===== config.mk =====
export PLATFORM = sky130hd
export DESIGN_NAME = decimator_accum_flat
export DESIGN_NICKNAME = d
export VERILOG_FILES = /design/src/rtl/decimator_accum_if.sv /design/src/rtl/decimator_accum.sv /design/src/flat_wrapper.sv
export SDC_FILE = /design/constraint.sdc
export NUM_CORES = 1
export LEC_CHECK = 0
export CAP_MARGIN = 20
export CORE_MARGIN = 8
export CORE_UTILIZATION = 40
export DETAILED_ROUTE_END_ITERATION = 8
export HOLD_SLACK_MARGIN = 0.05
export PLACE_DENSITY_LB_ADDON = 0.05
export RECOVER_POWER = 25
export SLEW_MARGIN = 15
export SYNTH_ARGS = -nofsm -noshare
export SYNTH_HDL_FRONTEND = slang
export SYNTH_SLANG_ARGS = --single-unit

===== constraint.sdc =====
create_clock -name clk -period 6.5 [get_ports clk]
set_input_delay 0.65 -clock clk [delete_from_list [all_inputs] [get_ports clk]]
set_output_delay 0.65 -clock clk [all_outputs]
set_load 0.05 [all_outputs]

===== src/rtl/decimator_accum_if.sv =====
// Sample/result bundle for decimator_accum: enable, rate/mode control, input sample and decimated output.
interface decimator_accum_if #(
  parameter int DATA_WIDTH = 8,
  parameter int RATE_WIDTH = 8
);
  logic                             en;
  logic [RATE_WIDTH-1:0]            rate_i;
  logic                             mode_i;
  logic [DATA_WIDTH-1:0]            data_in;
  logic                             data_in_valid;
  logic                             data_valid;
  logic [DATA_WIDTH+RATE_WIDTH-1:0] data_out;

  modport master (
    output en, rate_i, mode_i, data_in, data_in_valid,
    input  data_valid, data_out
  );

  modport slave (
    input  en, rate_i, mode_i, data_in, data_in_valid,
    output data_valid, data_out
  );
endinterface


===== src/rtl/decimator_accum.sv =====
// Runtime-rate decimator: pick last sample of each R-sample frame, or sum the frame.
// Sum mode is only built when DECIMATOR_ACCUM_SUM_EN is defined; otherwise pick mode is fixed.
module decimator_accum #(
  parameter int DATA_WIDTH = 8,
  parameter int RATE_WIDTH = 8
) (
  input logic            clk,
  input logic            rst,
  decimator_accum_if.slave bus
);
  localparam int OUT_W = DATA_WIDTH + RATE_WIDTH;

  logic                  w_accept;
  logic                  w_first;
  logic                  w_last;
  logic [RATE_WIDTH-1:0] w_rate_in;
  logic [RATE_WIDTH-1:0] w_reff;
  logic [OUT_W-1:0]      w_sample;
  logic [OUT_W-1:0]      w_result;

  logic [RATE_WIDTH-1:0] r_cnt;
  logic [RATE_WIDTH-1:0] r_rate;
  logic [OUT_W-1:0]      r_data_out_p1;
  logic                  r_vld_p1;

  function automatic logic [OUT_W-1:0] zext(input logic [DATA_WIDTH-1:0] d);
    return {{RATE_WIDTH{1'b0}}, d};
  endfunction

  assign w_accept  = bus.en & bus.data_in_valid;
  assign w_first   = (r_cnt == '0);
  assign w_rate_in = (bus.rate_i == '0) ? RATE_WIDTH'(1) : bus.rate_i;
  // The first accept of a frame sees the live rate so R=1 closes the frame immediately.
  assign w_reff    = w_first ? w_rate_in : r_rate;
  assign w_last    = (r_cnt == w_reff - RATE_WIDTH'(1));
  assign w_sample  = zext(bus.data_in);

`ifdef DECIMATOR_ACCUM_SUM_EN
  logic             r_mode;
  logic [OUT_W-1:0] r_acc;
  logic             w_mode;
  logic [OUT_W-1:0] w_sum;

  // Output is wide enough for (2^RATE_WIDTH-1) full-scale samples, so plain addition never wraps.
  function automatic logic [OUT_W-1:0] acc_add(input logic [OUT_W-1:0]      a,
                                               input logic [DATA_WIDTH-1:0] d);
    return a + zext(d);
  endfunction

  assign w_mode   = w_first ? bus.mode_i : r_mode;
  assign w_sum    = w_first ? w_sample : acc_add(r_acc, bus.data_in);
  assign w_result = w_mode ? w_sum : w_sample;

  always_ff @(posedge clk or posedge rst) begin
    if (rst) begin
      r_mode <= 1'b0;
      r_acc  <= '0;
    end else if (w_accept) begin
      if (w_first) r_mode <= bus.mode_i;
      r_acc <= w_sum;
    end
  end
`else
  assign w_result = w_sample;
`endif

  // Stage p0 -> p1: frame bookkeeping and registered result
  always_ff @(posedge clk or posedge rst) begin
    if (rst) begin
      r_cnt         <= '0;
      r_rate        <= RATE_WIDTH'(1);
      r_data_out_p1 <= '0;
      r_vld_p1      <= 1'b0;
    end else begin
      r_vld_p1 <= w_accept & w_last;
      if (w_accept) begin
        if (w_first) r_rate <= w_rate_in;
        r_cnt <= w_last ? '0 : r_cnt + RATE_WIDTH'(1);
        if (w_last) r_data_out_p1 <= w_result;
      end
    end
  end

  assign bus.data_valid = r_vld_p1;
  assign bus.data_out   = r_data_out_p1;
endmodule


===== src/flat_wrapper.sv =====
// flat-port wrapper written by rule: the top's interface ports become plain ports
module decimator_accum_flat 
#(
  parameter int DATA_WIDTH = 8,
  parameter int RATE_WIDTH = 8
)
  (clk, rst, bus_en, bus_rate_i, bus_mode_i, bus_data_in, bus_data_in_valid, bus_data_valid, bus_data_out);
  decimator_accum_if #(.DATA_WIDTH(DATA_WIDTH), .RATE_WIDTH(RATE_WIDTH)) bus_i ();
  input logic clk;
  input logic rst;
  input wire logic [$bits(bus_i.en)-1:0] bus_en;
  input wire logic [$bits(bus_i.rate_i)-1:0] bus_rate_i;
  input wire logic [$bits(bus_i.mode_i)-1:0] bus_mode_i;
  input wire logic [$bits(bus_i.data_in)-1:0] bus_data_in;
  input wire logic [$bits(bus_i.data_in_valid)-1:0] bus_data_in_valid;
  output wire logic [$bits(bus_i.data_valid)-1:0] bus_data_valid;
  output wire logic [$bits(bus_i.data_out)-1:0] bus_data_out;
  assign bus_i.en = bus_en;
  assign bus_i.rate_i = bus_rate_i;
  assign bus_i.mode_i = bus_mode_i;
  assign bus_i.data_in = bus_data_in;
  assign bus_i.data_in_valid = bus_data_in_valid;
  assign bus_data_valid = bus_i.data_valid;
  assign bus_data_out = bus_i.data_out;
  decimator_accum #(.DATA_WIDTH(DATA_WIDTH), .RATE_WIDTH(RATE_WIDTH)) u_core (.clk(clk), .rst(rst), .bus(bus_i));
endmodule

; ---- Yosys cells after proc, flatten, opt, wreduce, memory -nomap -nowiden
; Index checks and enable logic that the tools add are counted.
[classes]
addsub = 2
n_eq_ne = 1
mux = 3
bitwise = 2
reduce_logical = 3
[ops]
columns = operator, count
row1 = 8-bit 2-to-1 mux, 3
row2 = 8-bit zero test, 2
row3 = 8-bit by 1-bit adder with 8-bit output (second input constant), 1
row4 = 8-bit == test, 1
row5 = 8-bit by 1-bit subtractor with 8-bit output (second input constant), 1
row6 = 1-bit bitwise AND, 2
row7 = 2-bit AND reduction, 1
[word_totals]
regBits = 25
in_bits = 21
output_inout_bits = 17
word_cells = 15

; ---- Depth between registers and ports, before layout
[logic_depth]
word_depth = 6
depth_mapped = 13
mapped_depth_nobuf = 11

; ---- Worst setup path after synthesis
; OpenSTA, ideal clock, no wires.
[synth_path]
kind = register to register
start = reg u_core.r_cnt[0]
end = reg u_core.r_data_out_p1[0] (netlist: u_core.bus.data_out[0])
setup_time_ns = 0.125
arrival_ns = 3.152
required_ns = 6.375
setup_slack_ns = 3.223
path_stages_with_launch = 14
path_buffers = 2
period_less_slack_ns = 3.277
path_cell_list = dfrtp_1 inv_1 ha_1 or4b_4 buf_6 a2111o_1 nand2_1 ha_1 xnor2_1 xnor2_1 nand3_1 nor4_4 buf_6 mux2_4
[synth_via]
elab_chain_len = 5
[synth_lines]
columns = item, line
row1 = start: declaration, decimator_accum.sv:21  ; logic [RATE_WIDTH-1:0] r_cnt;
row2 = start signal: assignment, decimator_accum.sv:78  ; r_cnt <= w_last ? '0 : r_cnt + RATE_WIDTH'(1);
row3 = 8-bit zero test, decimator_accum.sv:31  ; assign w_first = (r_cnt == '0);
row4 = 8-bit 2-to-1 mux, decimator_accum.sv:34  ; assign w_reff = w_first ? w_rate_in : r_rate;
row5 = 8-bit by 1-bit subtractor with 8-bit output, decimator_accum.sv:35  ; assign w_last = (r_cnt == w_reff - RATE_WIDTH'(1));
row6 = 8-bit == test (*), decimator_accum.sv:35
row7 = 2-bit AND reduction (no line) (*), --
row8 = end signal: assignment, decimator_accum.sv:79  ; if (w_last) r_data_out_p1 <= w_result;
row9 = end: declaration, decimator_accum.sv:23  ; logic [OUT_W-1:0] r_data_out_p1;
; Mark *: on every way between the ends. The rest lies on a longest branch, timed or not.
; A chain may end at the register's enable or synchronous reset.

; ---- Worst setup path in the final report
[layout_path]
start = reg u_core.r_cnt[0]
end = reg u_core.r_data_out_p1[5] (netlist: u_core.bus.data_out[5])
; Same word-level chain as after synthesis.

==> flow_summary_export.csv <==
group,metric,value,unit
placement,port_buffers,28,
setup_path,critPathKind,"reg -> reg",
route,wl_met2,1.762,mm
synthesis,synth.distinct_cells,44,
power_and_ir_drop,ir_drop,0.1520,mV
grt,overflow,0,
sta,setup_slack,2.578,ns
sta,rsz0062_at_grt,"no",
clocking,postCtsHoldBufs,0,
die,initial_core_util,40.96,%
setup_path,worstSetupStartpoint,"u_core.r_cnt[0]",
die,dieWidth,79.77,um
grt,first_global_vias,1275,
run,maxCapViolCount,0,
synthesis,synth.avg_cell_area,9.918,um^2
setup_path,r2r_setup_slack,2.58,ns
outcome,status,"complete, no violations",
sta,worst_pin_slew,0.9666,ns
clocking,cts_buffers,3,
route,wl_met3,271,um
power_and_ir_drop,finalPower,0.8325,mW
sta,min_period,3.922,ns
grt,grt_first_pass_wirelength,6.272,mm
worst_hold_path,hp-class,"reg -> reg",
route,dr.pass1.iters,4,
sta,finalHoldViolCount,0,
setup_path,rr_startpoint,"u_core.r_cnt[0]",
setup_path,start_kind,"register",
clocking,htree_levels,1,
sta,setup_violations,0,
final_layout,antenna_cells,0,
placement,gp_congestion,0.8401,
setup_path,crit_end,"u_core.bus.data_out[5]",
route,vias_per_cell,5.439,
setup_path,cp-end-kind,"register",
die,die_h,79.77,um
setup_path,required,6.65,ns
final_layout,synthToLayoutAreaGrowth,18.46,%
clocking,cts_root_buf,"clkbuf_8",
sta,layout_worst_path_cycle_share,60.34,%
placement,dp_hpwl,2.884,mm
grt,antenna_found_initial,0,
clocking,tritoncts,"built",
route,drtAntennaViolNets,0,
die,dieArea,6363,um^2
grt,grt_start_max_net_pins,26,
power_and_ir_drop,power_density,432.1,nW/um^2
placement,dpl_worst_slack,2.431,ns
final_layout,drive_gt1_share,14.44,%
clocking,postCtsSetupBuffers,0,
worst_hold_path,min_from,"u_core.r_rate[0]",
route,drt-met1-wl,1.714,mm
clocking,ctsResizeCount,0,
route,drt_iter0_markers,92,
setup_path,r2r_cells,11,
sta,setup_tns,0,ns
sta,drv_slew,0,
sta,relSlewSlack,35.07,%
sta,finClkSkew,0.003739,ns
clocking,clk_pin_slew,0.09,ns
synthesis,synth_flop_cell,"dfrtp_1",
route,routed_wl,3.771,mm
die,rows,23,
grt,track_usage,12.31,%
die,core,3971,um^2
synthesis,yosysWarnings,0,
synthesis,synth-seq-cells,25,
clocking,clock_sinks,25,
synthesis,syn_area,1627,um^2
route,top_layer_used,"met4",
clocking,worstSkewPairLatency,0.27,ns
setup_path,worstReg2RegEnd,"u_core.bus.data_out[5]",
setup_path,crit_fanout,15,
synthesis,synth_edf_count,0,
synthesis,async_flop_share,100.0,%
final_layout,fin_nets,212,
route,drc,0,
synthesis,yosysSeqAreaShare,38.54,%
power_and_ir_drop,leakagePower,0.8060,nW
route,routed-via-count,1289,
sta,fmax,255.0,MHz
synthesis,netlist_instances,164,
route,wl_per_cell,15.91,um
clocking,cts_buffer_depth,2,
die,pin_count,38,
setup_path,worstPathArrival,4.08,ns
==> cell usage in the layout (no fill, tap or decap), types with 2 or more instances in the layout <==
| master | Yosys | final |
|---|---|---|
| conb_1 | 1 | 8 |
| clkdlybuf4s50_1 | 0 | 27 |
| inv_1 | 4 | 4 |
| ha_1 | 3 | 3 |
| nand2_1 | 19 | 19 |
| clkbuf_8 | 0 | 3 |
| mux2_2 | 12 | 12 |
| xnor2_1 | 8 | 8 |
| nand4_1 | 2 | 2 |
| nor2_1 | 9 | 9 |
| or3_1 | 2 | 2 |
| nand3_1 | 4 | 4 |
| and3_1 | 3 | 3 |
| mux2_4 | 3 | 3 |
| a211oi_1 | 5 | 5 |
| o22ai_1 | 3 | 3 |
| a21oi_1 | 2 | 2 |
| nor3_1 | 4 | 4 |
| a211o_1 | 2 | 2 |
| o21ai_0 | 8 | 8 |
| xor2_1 | 3 | 3 |
| or2_2 | 2 | 2 |
| or4_1 | 2 | 2 |
| nor4_1 | 4 | 4 |
| mux2i_1 | 2 | 2 |
| clkbuf_1 | 5 | 2 |
| dfrtp_1 | 24 | 24 |
==> per-layer routing <==
metal | track usage, % | up-vias
li1 | - | 619
met1 | 16.20 | 625
met2 | 18.66 | 43
met3 | 4.392 | 2
met4 | 3.091 | 0
met5 | 0 | -
==> cell usage after synthesis (3+ instances only) <==
master,instances,area [um^2]
buf_4,8,60.06
xor2_1,3,26.28
o21ai_0,8,40.04
and3_1,3,18.77
nor2_1,9,33.78
o22ai_1,3,18.77
buf_6,3,33.78
clkbuf_1,5,18.77
mux2_4,3,45.04
ha_1,3,37.54
dfrtp_1,24,600.6
inv_1,4,15.01
nand3_1,4,20.02
nor4_1,4,25.02
nor3_1,4,20.02
nand2_1,19,71.32
mux2_2,12,135.1
xnor2_1,8,70.07
a211oi_1,5,37.54
==> metrics by stage <==
| step | hold WS (ns) | cell area (um^2) | utilization (%) | instances |
|---|---|---|---|---|
| after floorplan | 0.4586 | 1653 | - | 171 |
| after global placement | 0.4791 | 1878 | 47.29 | 232 |
| after detailed placement | 0.4916 | 1878 | 47.29 | 232 |
| after CTS | 0.4977 | 1923 | 48.42 | 236 |
| after global routing | 0.5348 | 1927 | 48.52 | 237 |
| final | 0.4973 | 1927 | 48.52 | 237 |
==> report_power, final <==
| part | switching (mW) | total [mW] | leakage, nW | internal [mW] |
|---|---|---|---|---|
| logic | 0.261 | 0.465 | 0.458 | 0.204 |
| registers | 0.0666 | 0.276 | 0.326 | 0.209 |
| clock network | 0.0485 | 0.0924 | 0.0228 | 0.0438 |
| total | 0.376 | 0.833 | 0.806 | 0.457 |
==> critical path, stage by stage (launching register included) <==
cell and delay, ns:
dfrtp_1 0.45, inv_1 0.10, ha_1 0.18, or4b_4 0.53, a2111o_1 0.41, nand2_1 0.17
ha_1 0.25, o21ai_0 0.13, xnor2_1 0.19, nand3_1 0.15, nor4_4 0.82, mux2_2 0.42
==> cell families (layout without fill, tap and decap cells) <==
kind of cell | count (synthesis) | after routing | synth area share, %
muxes | 17 | 17 | 12.31
xor gates and xnor gates | 11 | 11 | 5.924
AOI/OAI and AO/OA | 28 | 28 | 12.46
and+or+nand+nor | 58 | 58 | 20.08
buffers and inverters | 21 | 37 | 8.153
DFF | 25 | 25 | 38.54
other | 1 | 8 | 0.2305
adders and majority gates | 3 | 3 | 2.308
==> how the worst min path moves through the flow <==
stage | end | slack [ns] | cells past startpoint
finish | u_core.r_rate[0] | 0.50 | 2
global route | u_core.r_rate[0] | 0.53 | 2
CTS | u_core.r_rate[0] | 0.50 | 2
detailed placement | u_core.r_rate[0] | 0.49 | 2
global placement | u_core.r_rate[0] | 0.48 | 2
floorplan | u_core.r_rate[0] | 0.46 | 2
==> registers in the layout (all words and copies together), names as in the netlist <==
signal,count
u_core.bus.data_out,8
u_core.r_cnt,8
u_core.r_rate,8
u_core.bus.data_valid,1
==> final cells by class <==
| type | instances | area [um^2] |
|---|---|---|
| Timing Repair Buffer | 29 | 284.0 |
| Tap cell | 50 | 62.56 |
| Sequential cell | 25 | 626.9 |
| Multi-Input combinational cell | 125 | 893.4 |
| Clock buffer | 4 | 45.04 |
| Inverter | 4 | 15.01 |
| Fill cell | 369 | 2044 |
No activity file was read; power rests on OpenSTA's default activity.
==> RTL change 1: new RTL, same settings <==
Build with the macro `DECIMATOR_ACCUM_SUM_EN` defined.
--- a/src/rtl/decimator_accum.sv
+++ b/src/rtl/decimator_accum.sv
@@ -1,5 +1,7 @@
 // Runtime-rate decimator: pick last sample of each R-sample frame, or sum the frame.
 // Sum mode is only built when DECIMATOR_ACCUM_SUM_EN is defined; otherwise pick mode is fixed.
+`define DECIMATOR_ACCUM_SUM_EN
+
 module decimator_accum #(
   parameter int DATA_WIDTH = 8,
   parameter int RATE_WIDTH = 8
Behaviour: not the same (Yosys sat finds a counterexample within 4 cycles, from zero or initial values and one cycle with rst high).
==> RTL change 1 against the unedited design <==
The flow now finishes with violations (capacitance limit, slew limit). Area after synthesis increased by 100%. Die area is 78% higher. Total power grew 83%. Worst setup slack worse by 0.55 ns. Utilization decreased by 1.2 points. Final cell count grew 110%. Sequential cell count up 25. Clock power rose by 140%. Wire length grew 120%. Non-clock buffer count is 12 higher. Sequential power grew 76%. Final area grew 98%.
==> RTL change 1: results (changes against the unedited design) <==
Status
  • Run status: complete, but fails checks
  • Failing checks: capacitance limit, slew limit

Route
  • DR vias: 2,682 (+110%)
  • Final wirelength: 8180 um (+120%)
  • 1st-iter DRT viols: 119 (+29%)

Logic synthesis
  • Synth top area cells: dfrtp_1 38%, mux2_2 6.6%, nand2_1 4.5%
  • Syn Nets: 390
  • Top FF cell, synth: dfrtp_1
  • Synth cell types: 54 (+23%)
  • Ys Warns: 0 (unchanged)
  • Adder-Cell Fraction of Synth Area: 4.83% (+2.5 points)
  • Synth cell count leaders: 49 x dfrtp_1, 39 x nand2_1, 29 x o21ai_0, 24 x nor2_1, 20 x a21oi_1
  • Synth Area in Compound Gates: 17.8% (+5.3 points)
  • Xor/xnor share of the synthesized area: 5.37% (-0.56 points)
  • Sequential area share after synthesis: 38.4% (-0.17 points)
  • Mux cell area share after synthesis: 9.54% (-2.8 points)

Min path
  • Path type of the worst min-delay path: flip-flop to flip-flop

Cells and area
  • Layout cell share with drive strength beyond 1: 10.6% (-3.8 points)
  • # nets final: 418 (+97%)
  • # fillers: 818 (+120%)

Placed design
  • Port Buffers: 37 (+32%)
  • GPL Wtd Cong: 0.815 (-3.0%)
  • HPWL after DPL: 5780 um (+100%)

STA
  • Actual slew at the worst max-slew pin: 2.78 ns (+1.82 ns)
  • Max Slew Vio Count: 51 (+51)
  • Clock Skews: 0.00724 ns (+0.00350 ns)

Job
  • MaxCap Viol Count: 1 (+1)

Clocking
  • Clock slew at reported path FFs: about 0.10 ns
  • H-Tree Level Count: 2 (+1)
  • Cts bufs inserted: 5 (+2)
  • Clk_lat worst skew: 0.30 ns (+0.03 ns)

Power and ir drop
  • VDD IR max: 0.000163 V (+7.1%)
  • Leakage: 1.64 nW (+100%)

Floorplanning
  • Core area: 0.00805 mm^2 (+100%)

Worst setup path
  • CP Data Arrival Time: 4.67 ns (+0.59 ns)
  • Max FO, Critical Path: 19 (+4)

GRT
  • First-pass GRT wire length: 13,900 um (+120%)
  • GRT Util Overall: 15.0% (+2.7 points)
  • Largest net degree at the start of global routing: 51 (+96%)
==> RTL change 1: metal layers <==
| metal | vias up | track usage, % | wire [um] |
|---|---|---|---|
| li1 | 1333 | - | - |
| met1 | 1292 | 19.9 | 3980 |
| met2 | 49 | 24.1 | 3770 |
| met3 | 8 | 2.96 | 330 |
| met4 | 0 | 4.42 | 107 |
| met5 | - | 0 | 0 |
==> RTL change 1: layout make-up <==
| class | instances | share of cell area [%] |
|---|---|---|
| Multi-Input combinational cell | 273 | 49.0 |
| Clock inverter | 3 | 1.05 |
| Inverter | 14 | 1.38 |
| Timing Repair Buffer | 41 | 10.4 |
| Tap cell | 105 | 3.45 |
| Sequential cell | 50 | 32.9 |
| Clock buffer | 5 | 1.81 |
==> RTL change 1: cells by family (layout without fill, tap and decap cells) <==
group | after synthesis | count (layout)
xor+xnor | 20 | 20
buf+inv | 34 | 63
flops | 50 | 50
simple gates | 123 | 123
mux | 28 | 28
compound gates | 90 | 90
fa+ha+maj | 12 | 12
==> RTL change 1: power breakdown <==
part           switching [mW]  internal (mW)  total [mW]  leakage, nW
clock                   0.107          0.114       0.221       0.0579
combinational           0.486          0.332       0.818        0.932
sequential             0.0886          0.397       0.485        0.649
==> RTL change 1: final timing paths <==
kind	cells after the start	startpoint	endpoint	slack [ns]
setup reg to reg	14	u_core.r_cnt[0]	u_core.bus.data_out[5]	2.03
setup / recovery	14	u_core.r_cnt[0]	u_core.bus.data_out[5]	2.03
hold / removal	1	u_core.bus.data_out[12]	u_core.bus.data_out[12]	0.50
min in group asynchronous	3	rst	u_core.r_rate[1]	1.83
max in group asynchronous	3	rst	u_core.r_acc[8]	3.08
hold reg to reg	1	u_core.bus.data_out[12]	u_core.bus.data_out[12]	0.50
==> RTL change 1: through the flow <==
| step | utilization (%) | setup WS (ns) | instances | instance area (um^2) | hold WS [ns] |
|---|---|---|---|---|---|
| 3_3_place_gp | 46.0 | 1.87 | 483 | 3700 | 0.471 |
| 3_5_place_dp | 46.0 | 1.74 | 483 | 3700 | 0.476 |
| 6_report | 47.3 | 2.03 | 491 | 3810 | 0.495 |
| 2_1_floorplan | - | 3.09 | 357 | 3260 | 0.453 |
| 4_1_cts | 47.3 | 2.00 | 491 | 3810 | 0.499 |
| 5_1_grt | 47.3 | 1.73 | 491 | 3810 | 0.517 |
==> RTL change 1: worst max-delay path, cell delays in order, from the launching register on <==
cell	delay [ns]
dfrtp_1	0.44
inv_1	0.11
ha_1	0.19
nor4b_4	0.57
nand2_4	0.32
o31a_1	0.42
inv_1	0.11
ha_1	0.21
xor2_1	0.21
a21oi_1	0.07
nor3b_1	0.18
nand4_1	0.22
nor3_4	0.66
buf_4	0.30
mux2_2	0.35
==> RTL change 2: new RTL, same flow settings <==
Made on the original files. `DATA_WIDTH` is set to 8 in 3 places; all go to 9.
--- a/src/rtl/decimator_accum_if.sv
+++ b/src/rtl/decimator_accum_if.sv
@@ -1,6 +1,6 @@
 // Sample/result bundle for decimator_accum: enable, rate/mode control, input sample and decimated output.
 interface decimator_accum_if #(
-  parameter int DATA_WIDTH = 8,
+  parameter int DATA_WIDTH = 9,
   parameter int RATE_WIDTH = 8
 );
   logic                             en;
--- a/src/rtl/decimator_accum.sv
+++ b/src/rtl/decimator_accum.sv
@@ -1,7 +1,7 @@
 // Runtime-rate decimator: pick last sample of each R-sample frame, or sum the frame.
 // Sum mode is only built when DECIMATOR_ACCUM_SUM_EN is defined; otherwise pick mode is fixed.
 module decimator_accum #(
-  parameter int DATA_WIDTH = 8,
+  parameter int DATA_WIDTH = 9,
   parameter int RATE_WIDTH = 8
 ) (
   input logic            clk,
--- a/src/flat_wrapper.sv
+++ b/src/flat_wrapper.sv
@@ -1,7 +1,7 @@
 // flat-port wrapper written by rule: the top's interface ports become plain ports
 module decimator_accum_flat 
 #(
-  parameter int DATA_WIDTH = 8,
+  parameter int DATA_WIDTH = 9,
   parameter int RATE_WIDTH = 8
 )
   (clk, rst, bus_en, bus_rate_i, bus_mode_i, bus_data_in, bus_data_in_valid, bus_data_valid, bus_data_out);
Ports: changed (resized bus_data_in and bus_data_out); port bits go from 38 to 40. No check against the original RTL was run, so the function may have changed too.
==> RTL change 2 against the unedited design <==
Worst hold slack worse by 0.0016 ns. Worst setup slack worse by 0.19 ns. Area after synthesis is 8.8% higher. Wire length is 15% higher. Final area is 9.0% higher. Sequential cell count is 1 higher. Critical path type is now input port to flip-flop. Highest routed layer unchanged.
Power is not compared: it rests on default switching activity, and its combinational part moved more than twofold at a synthesized area within 25%.
==> RTL change 2: results (changes against the unedited design) <==
GRT
  • M2 GR Usage: 21.6% (+2.9 points)
  • Met3 GRT Util: 3.90% (-0.50 points)
  • Met1 global-route usage: 16.3% (+0.13 points)
  • GRT Util Overall: 13.3% (+1.0 points)
  • First-pass GRT wire length: 7090 um (+13%)
  • Initial antenna violation count: 0 (unchanged)
  • Largest net degree at the start of global routing: 27 (+3.8%)

Route
  • 1st-iter DRT viols: 79 (-14%)
  • Metal2 WL: 2100 um (+19%)
  • Pre-antenna DRT Iters: 4 (unchanged)
  • Final wirelength: 4330 um (+15%)
  • DR WL met3: 318 um (+17%)
  • Routed length on met1: 1840 um (+7.2%)
  • Max Used Layer: met4
  • DR vias: 1,463 (+13%)

Clocking
  • Post-CTS setup buffer count: 0 (unchanged)
  • Clk_lat worst skew: 0.27 ns (about the same)
  • Clock tree buffer depth: 2 (unchanged)
  • Root Driver: clkbuf_8
  • Cts bufs inserted: 3 (unchanged)

Logic synthesis
  • Synth top area cells: dfrtp_1 35%, mux2_2 6.4%, mux2_4 4.2%
  • Sequential area share after synthesis: 36.8% (-1.7 points)
  • Adder-Cell Fraction of Synth Area: 2.12% (-0.19 points)
  • Mux cell area share after synthesis: 12.3% (about the same)
  • Synth cell count leaders: 25 x dfrtp_1, 14 x nand2_1, 14 x nor2_1, 10 x mux2_2
  • Post-synth ARST share: 100% (unchanged)
  • Syn Area/Cell: 9.67 um^2 (-2.5%)
  • Xor/xnor share of the synthesized area: 2.97% (-3.0 points)
  • Synth Area in Compound Gates: 17.3% (+4.9 points)
  • Synth cell types: 51 (+16%)

Cells and area
  • Final Non-Filler Cells: 261 (+10%)
  • # nets final: 235 (+11%)
  • Layout cell share with drive strength beyond 1: 14.4% (-0.084 points)
  • N_diodes: 0 (unchanged)
  • # fillers: 405 (+9.8%)

Status
  • Run status: finished, final reports clean

Placed design
  • GPL Wtd Cong: 0.825 (-1.8%)
  • Port Buffers: 30 (+7.1%)
  • HPWL after DPL: 3170 um (+9.9%)

Power and ir drop
  • Pwr per Cell Area: roughly 180 mW/mm^2
  • VDD IR max: between 0.00009 and 0.0001 V
  • Comb. pwr: roughly 100 uW
  • Int Pwr: 260 uW

Worst setup path
  • Max FO, Critical Path: 14 (-1)
  • Reg2Reg Capture Point: u_core.bus.data_out[7]
  • Slowest cell on crit path: nor3b_4
  • R2R Setup Slk: 2.55 ns (-0.03 ns)
  • Crit-path leading delay family: simple AND/OR/NAND/NOR gates
  • CP startpoint: bus_rate_i[4]
  • CP Data Arrival Time: 4.27 ns (+0.19 ns)
  • Max incr delay on CP: 0.72 ns (-0.10 ns)
  • Worst setup endpoint: u_core.bus.data_out[7]
  • R2R Path Start: u_core.r_cnt[0]
  • Worst r2r path cells: 12 (+1)

STA
  • Clock Skews: 0.00518 ns (+0.00145 ns)
  • Max_slew headroom: 23.8% (-11 points)
RTL change 2: cell count changes in the layout (fill, tap and decap cells not counted), sizes merged, moves of 3 or more:
cell / unedited run / this run
nand2: 19 / 14
xnor2: 8 / 3
a21oi: 2 / 5
nor4: 5 / 2
nand3: 4 / 9
nor2: 10 / 15
RTL change 2: per-stage QoR:
step | setup WS [ns] | instance area (um^2) | utilization, %
floorplan | 3.27 | 1800 | -
global placement | 2.19 | 2050 | 47.5
detailed placement | 2.08 | 2050 | 47.5
CTS | 2.36 | 2100 | 48.5
global route | 2.16 | 2100 | 48.6
finish | 2.39 | 2100 | 48.6
RTL change 2: worst reg2reg max path, stage by stage (launching register included):
cell      delay [ns]
dfrtp_1         0.47
inv_1           0.12
ha_1            0.18
or4b_4          0.53
nor2_2          0.26
mux2i_1         0.27
ha_1            0.21
xor2_1          0.21
a21o_1          0.11
nand3_1         0.09
a221oi_2        0.24
nor3b_4         0.72
mux2_2          0.42
RTL change 2: worst min-delay path by stage:
stage	start	endpoint	slack [ns]	depth (start not counted)
floorplan	u_core.r_rate[0]	u_core.r_rate[0]	0.46	2
global placement	u_core.r_rate[0]	u_core.r_rate[0]	0.48	2
detailed placement	u_core.bus.data_out[0]	u_core.bus.data_out[0]	0.49	1
CTS	u_core.r_rate[0]	u_core.r_rate[0]	0.50	2
global route	u_core.r_rate[0]	u_core.r_rate[0]	0.54	2
finish	u_core.r_rate[0]	u_core.r_rate[0]	0.50	2
RTL change 2: layout make-up:
class | count | area (um^2) | area share, %
Multi-Input combinational cell | 142 | 1010 | 48.0
Clock buffer | 4 | 45.0 | 2.14
Timing Repair Buffer | 32 | 312 | 14.8
Sequential cell | 26 | 652 | 31.0
Tap cell | 52 | 65.1 | 3.10
Inverter | 5 | 18.8 | 0.893
